### src/rtl/dacsched_pkg.sv
// dacsched_pkg: shared state encoding and sizing constants for the DAC scheduler
package dacsched_pkg;
    localparam int NREQ_MAX = 8;
    localparam int IDXW     = 3;
    typedef enum logic [2:0] {IDLE, ARM, WAITLO, BUSY, DONE, GAP} state_t;
endpackage

### src/rtl/dacsched_rrarb.sv
// dacsched_rrarb: combinational rotating-priority picker, searching upward from ptr+1 with wrap
module dacsched_rrarb
    import dacsched_pkg::*;
#(
    parameter int NREQ = 4
) (
    input  logic [NREQ-1:0] reqv,
    input  logic [IDXW-1:0] ptr,
    output logic            valid,
    output logic [IDXW-1:0] idx
);
    logic [NREQ-1:0] rot;
    // rotate so bit 0 is the requester just after ptr, then take the lowest set bit
    always_comb begin
        rot   = NREQ'({reqv, reqv} >> (int'(ptr) + 1));
        valid = |reqv;
        idx   = '0;
        for (int k = NREQ - 1; k >= 0; k--)
            if (rot[k]) idx = IDXW'((int'(ptr) + 1 + k) % NREQ);
    end
endmodule

### src/rtl/dacsched.sv
// dacsched: round-robin scheduler sharing one serial DAC transmitter among NREQ requesters
// Optional transmitter-acknowledge watchdog and sticky daterr are built when DACSCHED_TIMEOUT_EN is defined.
module dacsched
    import dacsched_pkg::*;
#(
    parameter int NREQ    = 4,
    parameter int GAPCYC  = 2,
    parameter int TIMEOUT = 64
) (
    input  logic              dacclk,
    input  logic              dacrstn,
    input  logic [NREQ-1:0]   reqv,
    input  logic [8*NREQ-1:0] reqcmd,
    input  logic [8*NREQ-1:0] reqdata,
    output logic [NREQ-1:0]   reqack,
    output logic              dacdav,
    output logic [7:0]        daccmd,
    output logic [7:0]        dacdata,
    input  logic              davdac,
    output logic              busy,
    output logic [IDXW-1:0]   gntidx,
    output logic              daterr
);
    localparam int GW = (GAPCYC > 1) ? $clog2(GAPCYC) : 1;

    state_t          state, nxt;
    logic [IDXW-1:0] ptr, arb_idx;
    logic            arb_v, abort;
    logic [GW-1:0]   gapcnt;
    logic [7:0]      selcmd, seldata;

    if (NREQ < 2 || NREQ > NREQ_MAX || GAPCYC < 1 || TIMEOUT < 1) begin : g_badparam
        $error("dacsched: parameter out of range");
    end

    dacsched_rrarb #(.NREQ(NREQ)) u_arb (
        .reqv  (reqv),
        .ptr   (ptr),
        .valid (arb_v),
        .idx   (arb_idx)
    );

    // mux out the command/data bytes of the requester the arbiter is offering
    always_comb begin
        selcmd  = '0;
        seldata = '0;
        for (int i = 0; i < NREQ; i++)
            if (arb_idx == IDXW'(i)) begin
                selcmd  = reqcmd[8*i +: 8];
                seldata = reqdata[8*i +: 8];
            end
    end

`ifdef DACSCHED_TIMEOUT_EN
    localparam int TW = $clog2(TIMEOUT + 1);
    logic [TW-1:0] tmocnt;
    // watchdog counts cycles spent waiting on the transmitter; cleared outside WAITLO/BUSY
    always_ff @(posedge dacclk or negedge dacrstn)
        if (!dacrstn) tmocnt <= '0;
        else tmocnt <= (state == WAITLO || state == BUSY) ? tmocnt + 1'b1 : '0;
    assign abort = (state == WAITLO || state == BUSY) && tmocnt == TW'(TIMEOUT - 1);
    // timeout flag stays set until reset
    always_ff @(posedge dacclk or negedge dacrstn)
        if (!dacrstn) daterr <= 1'b0;
        else daterr <= daterr | abort;
`else
    assign abort  = 1'b0;
    assign daterr = 1'b0;
`endif

    // state register; reset drops dacdav immediately because dacdav decodes state
    always_ff @(posedge dacclk or negedge dacrstn)
        if (!dacrstn) state <= IDLE;
        else state <= nxt;

    // next state plus transmitter and requester handshake outputs
    always_comb begin
        dacdav = state == ARM || state == WAITLO || state == BUSY;
        busy   = state != IDLE;
        reqack = (state == DONE) ? NREQ'(1) << gntidx : '0;
        nxt    = state;
        case (state)
            IDLE:    nxt = arb_v ? ARM : IDLE;
            ARM:     nxt = WAITLO;
            WAITLO:  nxt = davdac ? WAITLO : BUSY;
            BUSY:    nxt = davdac ? DONE : BUSY;
            DONE:    nxt = GAP;
            GAP:     nxt = (gapcnt == '0) ? IDLE : GAP;
            default: nxt = IDLE;
        endcase
        if (abort) nxt = GAP;
    end

    // grant capture, round-robin pointer and inter-word gap counter
    always_ff @(posedge dacclk or negedge dacrstn)
        if (!dacrstn) begin
            daccmd  <= '0;
            dacdata <= '0;
            gntidx  <= '0;
            ptr     <= '0;
            gapcnt  <= '0;
        end else begin
            if (state == IDLE && arb_v) begin
                daccmd  <= selcmd;
                dacdata <= seldata;
                gntidx  <= arb_idx;
            end
            if (state == DONE || abort) ptr <= gntidx;
            gapcnt <= (state == GAP) ? gapcnt - 1'b1 : GW'(GAPCYC - 1);
        end
endmodule

### config.mk
export PLATFORM = sky130hd
export DESIGN_NAME = dacsched
export DESIGN_NICKNAME = d
export VERILOG_FILES = /design/src/rtl/dacsched_pkg.sv /design/src/rtl/dacsched_rrarb.sv /design/src/rtl/dacsched.sv
export SDC_FILE = /design/constraint.sdc
export NUM_CORES = 1
export LEC_CHECK = 0
export CORE_MARGIN = 4
export CORE_UTILIZATION = 40
export CTS_CLUSTER_DIAMETER = 150
export CTS_CLUSTER_SIZE = 30
export DETAILED_ROUTE_END_ITERATION = 12
export GPL_ROUTABILITY_DRIVEN = 0
export GPL_TIMING_DRIVEN = 0
export PLACE_DENSITY = 0.94
export SETUP_SLACK_MARGIN = 0.15
export SLEW_MARGIN = 10
export SYNTH_ARGS = -nofsm -noshare
export SYNTH_HDL_FRONTEND = slang
export SYNTH_HIERARCHICAL = 1
export SYNTH_SLANG_ARGS = --single-unit
### constraint.sdc
create_clock -name dacclk -period 5.75 [get_ports dacclk]
set_clock_uncertainty 0.1 [all_clocks]
set_input_delay 0.575 -clock dacclk [delete_from_list [all_inputs] [get_ports dacclk]]
set_output_delay 0.575 -clock dacclk [all_outputs]
set_load 0.005 [all_outputs]
==> run summary, run 1 <==
After the first detailed-routing iteration, the DRC count stood at 89. The run gives 186 as the number of nets produced by synthesis. Entering global routing, the biggest net connects 27 pins. Across the whole layout, storage elements account for 651 µm². TritonCTS built the clock tree.

For the final-report max-slew violation count, the log shows 0. The most used flip-flop cell after synthesis is sky130_fd_sc_hd__dfrtp_1. The insertion delay of the later-clocked pin in the worst-skew pair was 0.27 ns; the count of buffers from port buffering was 95. In the final routed layout, each cell accounts on average for 17.2 µm.

Count of cells resized by post-cts repair: 0. 0 antenna diodes ended up in the layout. For this run, the slowest stage of the critical path takes 0.55 ns. The logs give 5.81 ns for the required time of the critical path and 115 for the count of mapped cells out of synthesis.

Clock tree synthesis found a total of 26 sinks. The first TritonRoute pass finished after 4 iterations. Pin placement for this block handled 97 I/O pins.

After clock tree synthesis, the clock-pin slew on the worst setup and hold paths is 0.09 ns. The number of H-tree levels was 1. For the worst voltage drop across the vdd grid, the log shows 198 µV. Walking the worst path, the cells encountered are clkdlybuf4s50_1 > or2b_2 > a21oi_1 > o31a_1 > a311oi_1 > buf_4 > buf_2 > mux4_2 > a22o_1. Setup repair after global routing left no endpoint under its margin. STA puts the critical path data arrival time at 3.13 ns. The run finished with clean final reports. The detail route stage leaves a number of antenna-violating nets equal to 0. For the pin with the worst max-slew slack, the measured transition is 0.589 ns. The library cell occupying the most area in the post-synthesis netlist is sky130_fd_sc_hd__dfrtp_1. Row generation in the floorplan step produced 22 rows. The number of synthesis warnings was 6.

The tools report the root buffer cell as sky130_fd_sc_hd__clkbuf_8. Power spread over the standard cell area amounts to 408 mW/mm². For the number of buffers on the longest clock path, the log shows 2. Setup violations remaining at the end of the flow were counted as 0. The detailed-route wire length is 4520 µm, and the count of unique library cells instantiated by Yosys is 33.

The maximum operating frequency is 0.325 GHz, and the average via count per standard cell is 5.46. The share of Yosys cell area claimed by the top area cell type was 0.415; the mean post-synth cell area was 13.6 µm². The worst hold slack was 0.184 ns; the end-of-flow core utilization was 0.711.

The tools report the number of global-route vias before repair as 1,591. The multi-input gate area in the final layout is 838 µm². After routing, the total negative slack on setup checks comes to 0 ns. The starting utilization of the core area is 0.422. The cell at the slowest stage of the critical path is sky130_fd_sc_hd__mux4_2.

The number of failing hold endpoints at the final stage was 0. Leaving out fill and tap cells, the most frequent cells in the layout are sky130_fd_sc_hd__clkdlybuf4s50_1 (94), sky130_fd_sc_hd__dfrtp_1 (26), sky130_fd_sc_hd__mux4_2 (16), sky130_fd_sc_hd__a22o_1 (16), sky130_fd_sc_hd__mux2_2 (6). The post-synthesis sequential area ratio was 0.415.

From left edge to right edge, the die measures 70.6 µm. Max-cap violations in this run came to 0. After synthesis, the cell types taking the most area are sky130_fd_sc_hd__dfrtp_1 (42%), sky130_fd_sc_hd__mux4_2 (23%), sky130_fd_sc_hd__a22o_1 (8.9%). In this run the static leakage power is 1.03 nW. The worst setup path is captured at a register.

The fraction of synthesis flops using an asynchronous set or reset pin is 1.00, and the combined buffer and inverter count along the critical path is 3. For this run the aggregate overflow at the end of global routing stands at 0. The maximum net fanout on the critical path was 10.

The vertical die dimension was 70.6 µm; the placeable core area was 0.00372 mm². The worst setup path is launched from an input pin. The run gives 286 as the final net count. Critical path class: in -> reg.

The proportion of layout cells with a drive suffix above 1 is 0.182. For the half-perimeter wire length after placement, the log shows 3700 µm. Buffers inserted during clock tree synthesis total 3.

The clock period could shrink to 3.08 ns. The class of the most critical hold timing path is in -> async. The run gives 0 as the total of hold buffers inserted after clock tree synthesis.

The floorplan step defined a die boundary enclosing 0.00498 mm². Counting flops and latches in the post-synthesis netlist gives 26. On the critical path the largest part of the delay comes from buffers and inverters. The period utilization came out at 0.535. The tools report the all-layer global routing usage as 0.187. For the number of post-CTS setup repair buffers, the log shows 0.

The growth of design area from synthesis to finish came out at 68.8%. Yosys mapped a number of flops with a built-in enable equal to 0. The first global-routing pass estimated 7360 µm of wire. The count of filler cells inserted in the layout was 291. The run gives 0 as the residual DRC count. Leaving out fill and tap cells, the most frequent cell in the layout is sky130_fd_sc_hd__clkdlybuf4s50_1.

For the initial antenna violation count, the log shows 0. Netlist area before placement: 0.00157 mm². The number of vias in the routed layout is 1,430. The headroom to the max-slew limit was 0.608.
## per-layer routing
metal	up-vias	wire length, µm	GRT usage
met5	-	0	0
met4	0	85	0.0480
met3	8	391	0.0639
met2	63	2430	0.351
met1	704	1600	0.201
li1	655	-	-
## metrics by stage
step                      power [mW]  cell area (µm²)  instances  worst slack [ns]
after floorplan                0.697             1570        115              3.03
after global placement         0.920             2580        258              2.36
after detailed placement       0.941             2580        258              2.36
after CTS                       1.09             2650        262              2.64
after global routing            1.16             2640        262              2.51
final                           1.08             2640        262              2.67
## power by group
part / switching, mW / internal [mW]
registers: 0.0715 / 0.255
logic: 0.212 / 0.390
clock network: 0.0560 / 0.0931
## layout make-up
cell class | count | area share
repair buffers | 95 | 0.358
multi-input cells | 79 | 0.317
flip-flops and latches | 26 | 0.246
plain buffers | 10 | 0.0293
well taps | 48 | 0.0227
clock buffers | 3 | 0.0156
clock inverters | 1 | 0.0114
## cells by family after synthesis
| kind of cell | share of synthesized area |
|---|---|
| AO/OA/AOI/OAI | 0.135 |
| buffers and inverters | 0.0495 |
| flip-flops | 0.415 |
| AND/OR/NAND/NOR | 0.122 |
| other | 0.00479 |
| multiplexers | 0.273 |
## flip-flops by register name, summed over array words and instances, names as in the netlist
signal / cells
ptr: 3
gntidx: 3
dacdata: 8
daccmd: 8
gapcnt: 1
state: 3
## synth_stat cells, types with 2 or more instances
master,instances
sky130_fd_sc_hd__nand2_1,2
sky130_fd_sc_hd__dfrtp_1,26
sky130_fd_sc_hd__nor4b_1,3
sky130_fd_sc_hd__nor2_1,5
sky130_fd_sc_hd__nor3b_1,2
sky130_fd_sc_hd__mux4_2,16
sky130_fd_sc_hd__buf_6,3
sky130_fd_sc_hd__nand2b_1,2
sky130_fd_sc_hd__nand3_1,2
sky130_fd_sc_hd__nand3b_1,2
sky130_fd_sc_hd__mux2_2,6
sky130_fd_sc_hd__a21oi_1,2
sky130_fd_sc_hd__o21ai_0,4
sky130_fd_sc_hd__conb_1,2
sky130_fd_sc_hd__buf_2,2
sky130_fd_sc_hd__buf_4,4
sky130_fd_sc_hd__a22o_1,16
## final timing paths
path / slack, ns / startpoint / to / depth (start not counted)
setup / recovery: 2.67 / reqv[2] / daccmd[5] / 9
hold / removal: 0.18 / dacrstn / dacdata[5] / 1
setup reg to reg: 2.97 / ptr[1] / daccmd[5] / 8
min in group dacclk: 0.41 / daccmd[4] / daccmd[4] / 1
max in group asynchronous: 4.98 / dacrstn / daccmd[7] / 1
hold reg to reg: 0.41 / daccmd[4] / daccmd[4] / 1
Power figures use the tool's default switching activity.
==> run 2, diff against run 1 <==
CORE_UTILIZATION = 37   (was 40)
PLACE_DENSITY = 0.89   (was 0.94)
clock period = 2.9 ns   (was 5.75 ns; I/O delays follow)
==> run summary, run 2 (synthesis gave the netlist of run 1 again) <==
The initialized floorplan defines 23 standard-cell rows. After global routing the overflow that remains totals 0. The share of total power in combinational logic was 0.582.

The number of failing hold endpoints at the final stage was 0. The net count of the finished layout is 288. The max-capacitance violation count was 0. The period utilization is 0.881. The leading cell type in the layout, fill and taps excluded was sky130_fd_sc_hd__clkdlybuf4s50_1.

For the number of global-route vias before repair, the log shows 1,622. The growth of design area from synthesis to finish is 69.6%, and the register cell area after layout is 652 µm². The clock transition at the register clock pins on the worst setup and hold paths after CTS works out to 0.09 ns. The final non-filler cell area is 0.00266 mm². In the final layout, the multi-input gates occupy 838 µm².

The critical path starts at reqv[2]. The post-placement cell area is 0.00258 mm², and the initial antenna violation count is 0. On the worst path, the slowest cell contributes a delay of 0.52 ns.

In the final layout, the registers with the most flip-flops are daccmd x8, dacdata x8. The startpoint type of the worst setup path was an input pin. TritonCTS built the clock tree.

After detailed routing, the average wire length per cell comes to 17.2 µm. The vertical die dimension is 73.1 µm. The number of nets still failing antenna checks after routing was 0; the pin count of the biggest net entering global routing was 27.

IR analysis of the VDD net gives a maximum drop of 441 µV. The worst setup path is captured at a register. The fraction of power consumed by the clock network is 0.111. The number of antenna diodes in the final layout is 0.

In this run the power density over the cells is 798 mW/mm². Along the worst path, the maximum fanout reaches 7. For this design the total switching power over the nets is 691 µW. At the worst endpoint, the required time is 2.96 ns. Broken down by cell family, the worst path's largest delay share belongs to compound AO/OA/AOI/OAI gates. Cell at the slowest stage of the critical path: sky130_fd_sc_hd__mux4_2. Cell internal power was estimated by the tool at 1.43 mW.

The logs give 0.175 for the all-layer global routing usage and 54 for the number of DRC violations after detailed-routing iteration 0. Together, buffers and inverters on the worst path number 3. The sequential cell fraction of total power was 0.307; the number of buffers inserted during clock tree synthesis was 3. Walking the worst path, the cells encountered are clkdlybuf4s50_1 > or2b_2 > a21oi_1 > o31a_1 > a311oi_1 > buf_4 > buf_4 > mux4_2 > a22o_1. After detailed routing, the number of vias per cell comes to 5.41. The run gives 2 as the number of buffers on the longest clock path. The actual slew at the worst max-slew pin was 0.590 ns; the minimum setup slack after placement was -0.223 ns. Wires add up to 4570 µm.

The signal arrival time at the worst endpoint was 2.61 ns; the placeable core area was 0.00406 mm². The flow ran to the end, and the final reports show no timing, DRC or antenna violations. The worst register-to-register path begins at ptr[1]. The run gives 323 as the count of filler cells inserted in the layout. The critical path is of the in -> reg type. The proportion of layout cells with a drive suffix above 1 was 0.194; the least setup slack across all paths after layout was 0.347 ns. Setup violations remaining at the end of the flow were counted as 0.

For the finished layout, the period the worst path requires is 2.55 ns. The tree is rooted in a sky130_fd_sc_hd__clkbuf_8. For this design the static power due to leakage is 1.04 nW. The half-perimeter wire length after placement was 3690 µm; the starting utilization of the core area was 0.386. The switching share of power came out at 0.326. The class of the most critical hold timing path was reg -> reg. The floorplan step defined a die boundary enclosing 0.00534 mm². 97 I/O pins were placed. Among the stages of the critical path, the cell type that occurs most often is sky130_fd_sc_hd__buf_4.

Port buffering added 95 buffers. Number of iterations in the first detailed-routing pass: 4. The worst hold path begins at daccmd[6]. The horizontal die dimension was 73.1 µm. The top cell types in the final layout, fill and taps aside, are sky130_fd_sc_hd__clkdlybuf4s50_1 (94), sky130_fd_sc_hd__dfrtp_1 (25), sky130_fd_sc_hd__mux4_2 (16), sky130_fd_sc_hd__a22o_1 (16), sky130_fd_sc_hd__mux2_2 (6). For the maximum operating frequency, the log shows 0.392 GHz. The headroom to the max-slew limit is 0.607. The first global-routing pass estimated 7280 µm of wire.

For this run, design rule violations remaining after detail routing come to 0. Summing internal, switching and leakage power gives 2.12 mW. The run gives 1,438 as the number of vias in the routed layout. Clock latency on the worst-skew pair, taken at its later pin, is 0.27 ns. The final-report max-slew violation count was 0; the number of clock sinks seen by CTS was 26. The number of H-tree levels was 1. Setup repair after global routing left no endpoint under its margin.
## run 2: cell count changes in the layout (fill, tap and decap cells not counted), sizes merged
| cell | change |
|---|---|
| clkbuf | +1 |
| bufinv | -1 |
| buf | +1 |
| dlygate4sd3 | +1 |
## run 2: layout make-up
cell class | count | share of cell area
clock buffers | 4 | 0.0207
flip-flops and latches | 26 | 0.245
multi-input cells | 79 | 0.316
repair buffers | 97 | 0.363
well taps | 50 | 0.0236
plain buffers | 10 | 0.0320
## run 2: final timing paths
| kind | cells after the start | endpoint | slack, ns |
|---|---|---|---|
| max in group asynchronous | 2 | ptr[1] | 1.83 |
| min in group asynchronous | 2 | gntidx[2] | 0.45 |
| max reg2reg | 8 | daccmd[0] | 0.44 |
| min reg2reg | 1 | daccmd[6] | 0.41 |
| min | 1 | daccmd[6] | 0.41 |
| max | 9 | daccmd[0] | 0.35 |
## run 2: worst reg2reg max path, delay by kind of cell (launching register included)
family / cells / cell delay, ns
AO/OA/AOI/OAI: 4 / 0.82
multiplexers: 1 / 0.52
flip-flops: 1 / 0.43
buffers and inverters: 2 / 0.34
AND/OR/NAND/NOR: 1 / 0.14
## run 2: per-layer routing
| layer | vias to the layer above | part of all wire | global-route usage |
|---|---|---|---|
| li1 | 662 | - | - |
| met1 | 715 | 0.37 | 0.188 |
| met2 | 59 | 0.54 | 0.334 |
| met3 | 2 | 0.085 | 0.0496 |
| met4 | 0 | 0.0048 | 0.0389 |
| met5 | - | 0 | 0 |
## run 2: metrics by stage
| stage | TNS (ns) | hold WS (ns) | cells | util |
|---|---|---|---|---|
| after floorplan | 0 | -0.106 | 115 | - |
| after global placement | -2.01 | 0.388 | 260 | 0.636 |
| after detailed placement | -1.90 | 0.391 | 260 | 0.636 |
| after CTS | 0 | 0.416 | 264 | 0.650 |
| after global routing | 0 | 0.430 | 266 | 0.655 |
| final | 0 | 0.415 | 266 | 0.655 |
## run 2: what timing repair did
action	in CTS	in global routing
gates resized for setup	1	4
setup endpoints to repair	9	9
setup buffers	0	1
hold buffers	0	1
pin swaps	0	0
hold endpoints to repair	0	26
## run 2: power by group through the flow
stage          combinational, mW  clock [mW]  sequential [mW]
5_1_grt                     1.34       0.256            0.677
3_5_place_dp                1.22           0            0.655
4_1_cts                     1.23       0.243            0.649
6_report                    1.23       0.236            0.652
2_1_floorplan              0.751           0            0.631
3_3_place_gp                1.19           0            0.643
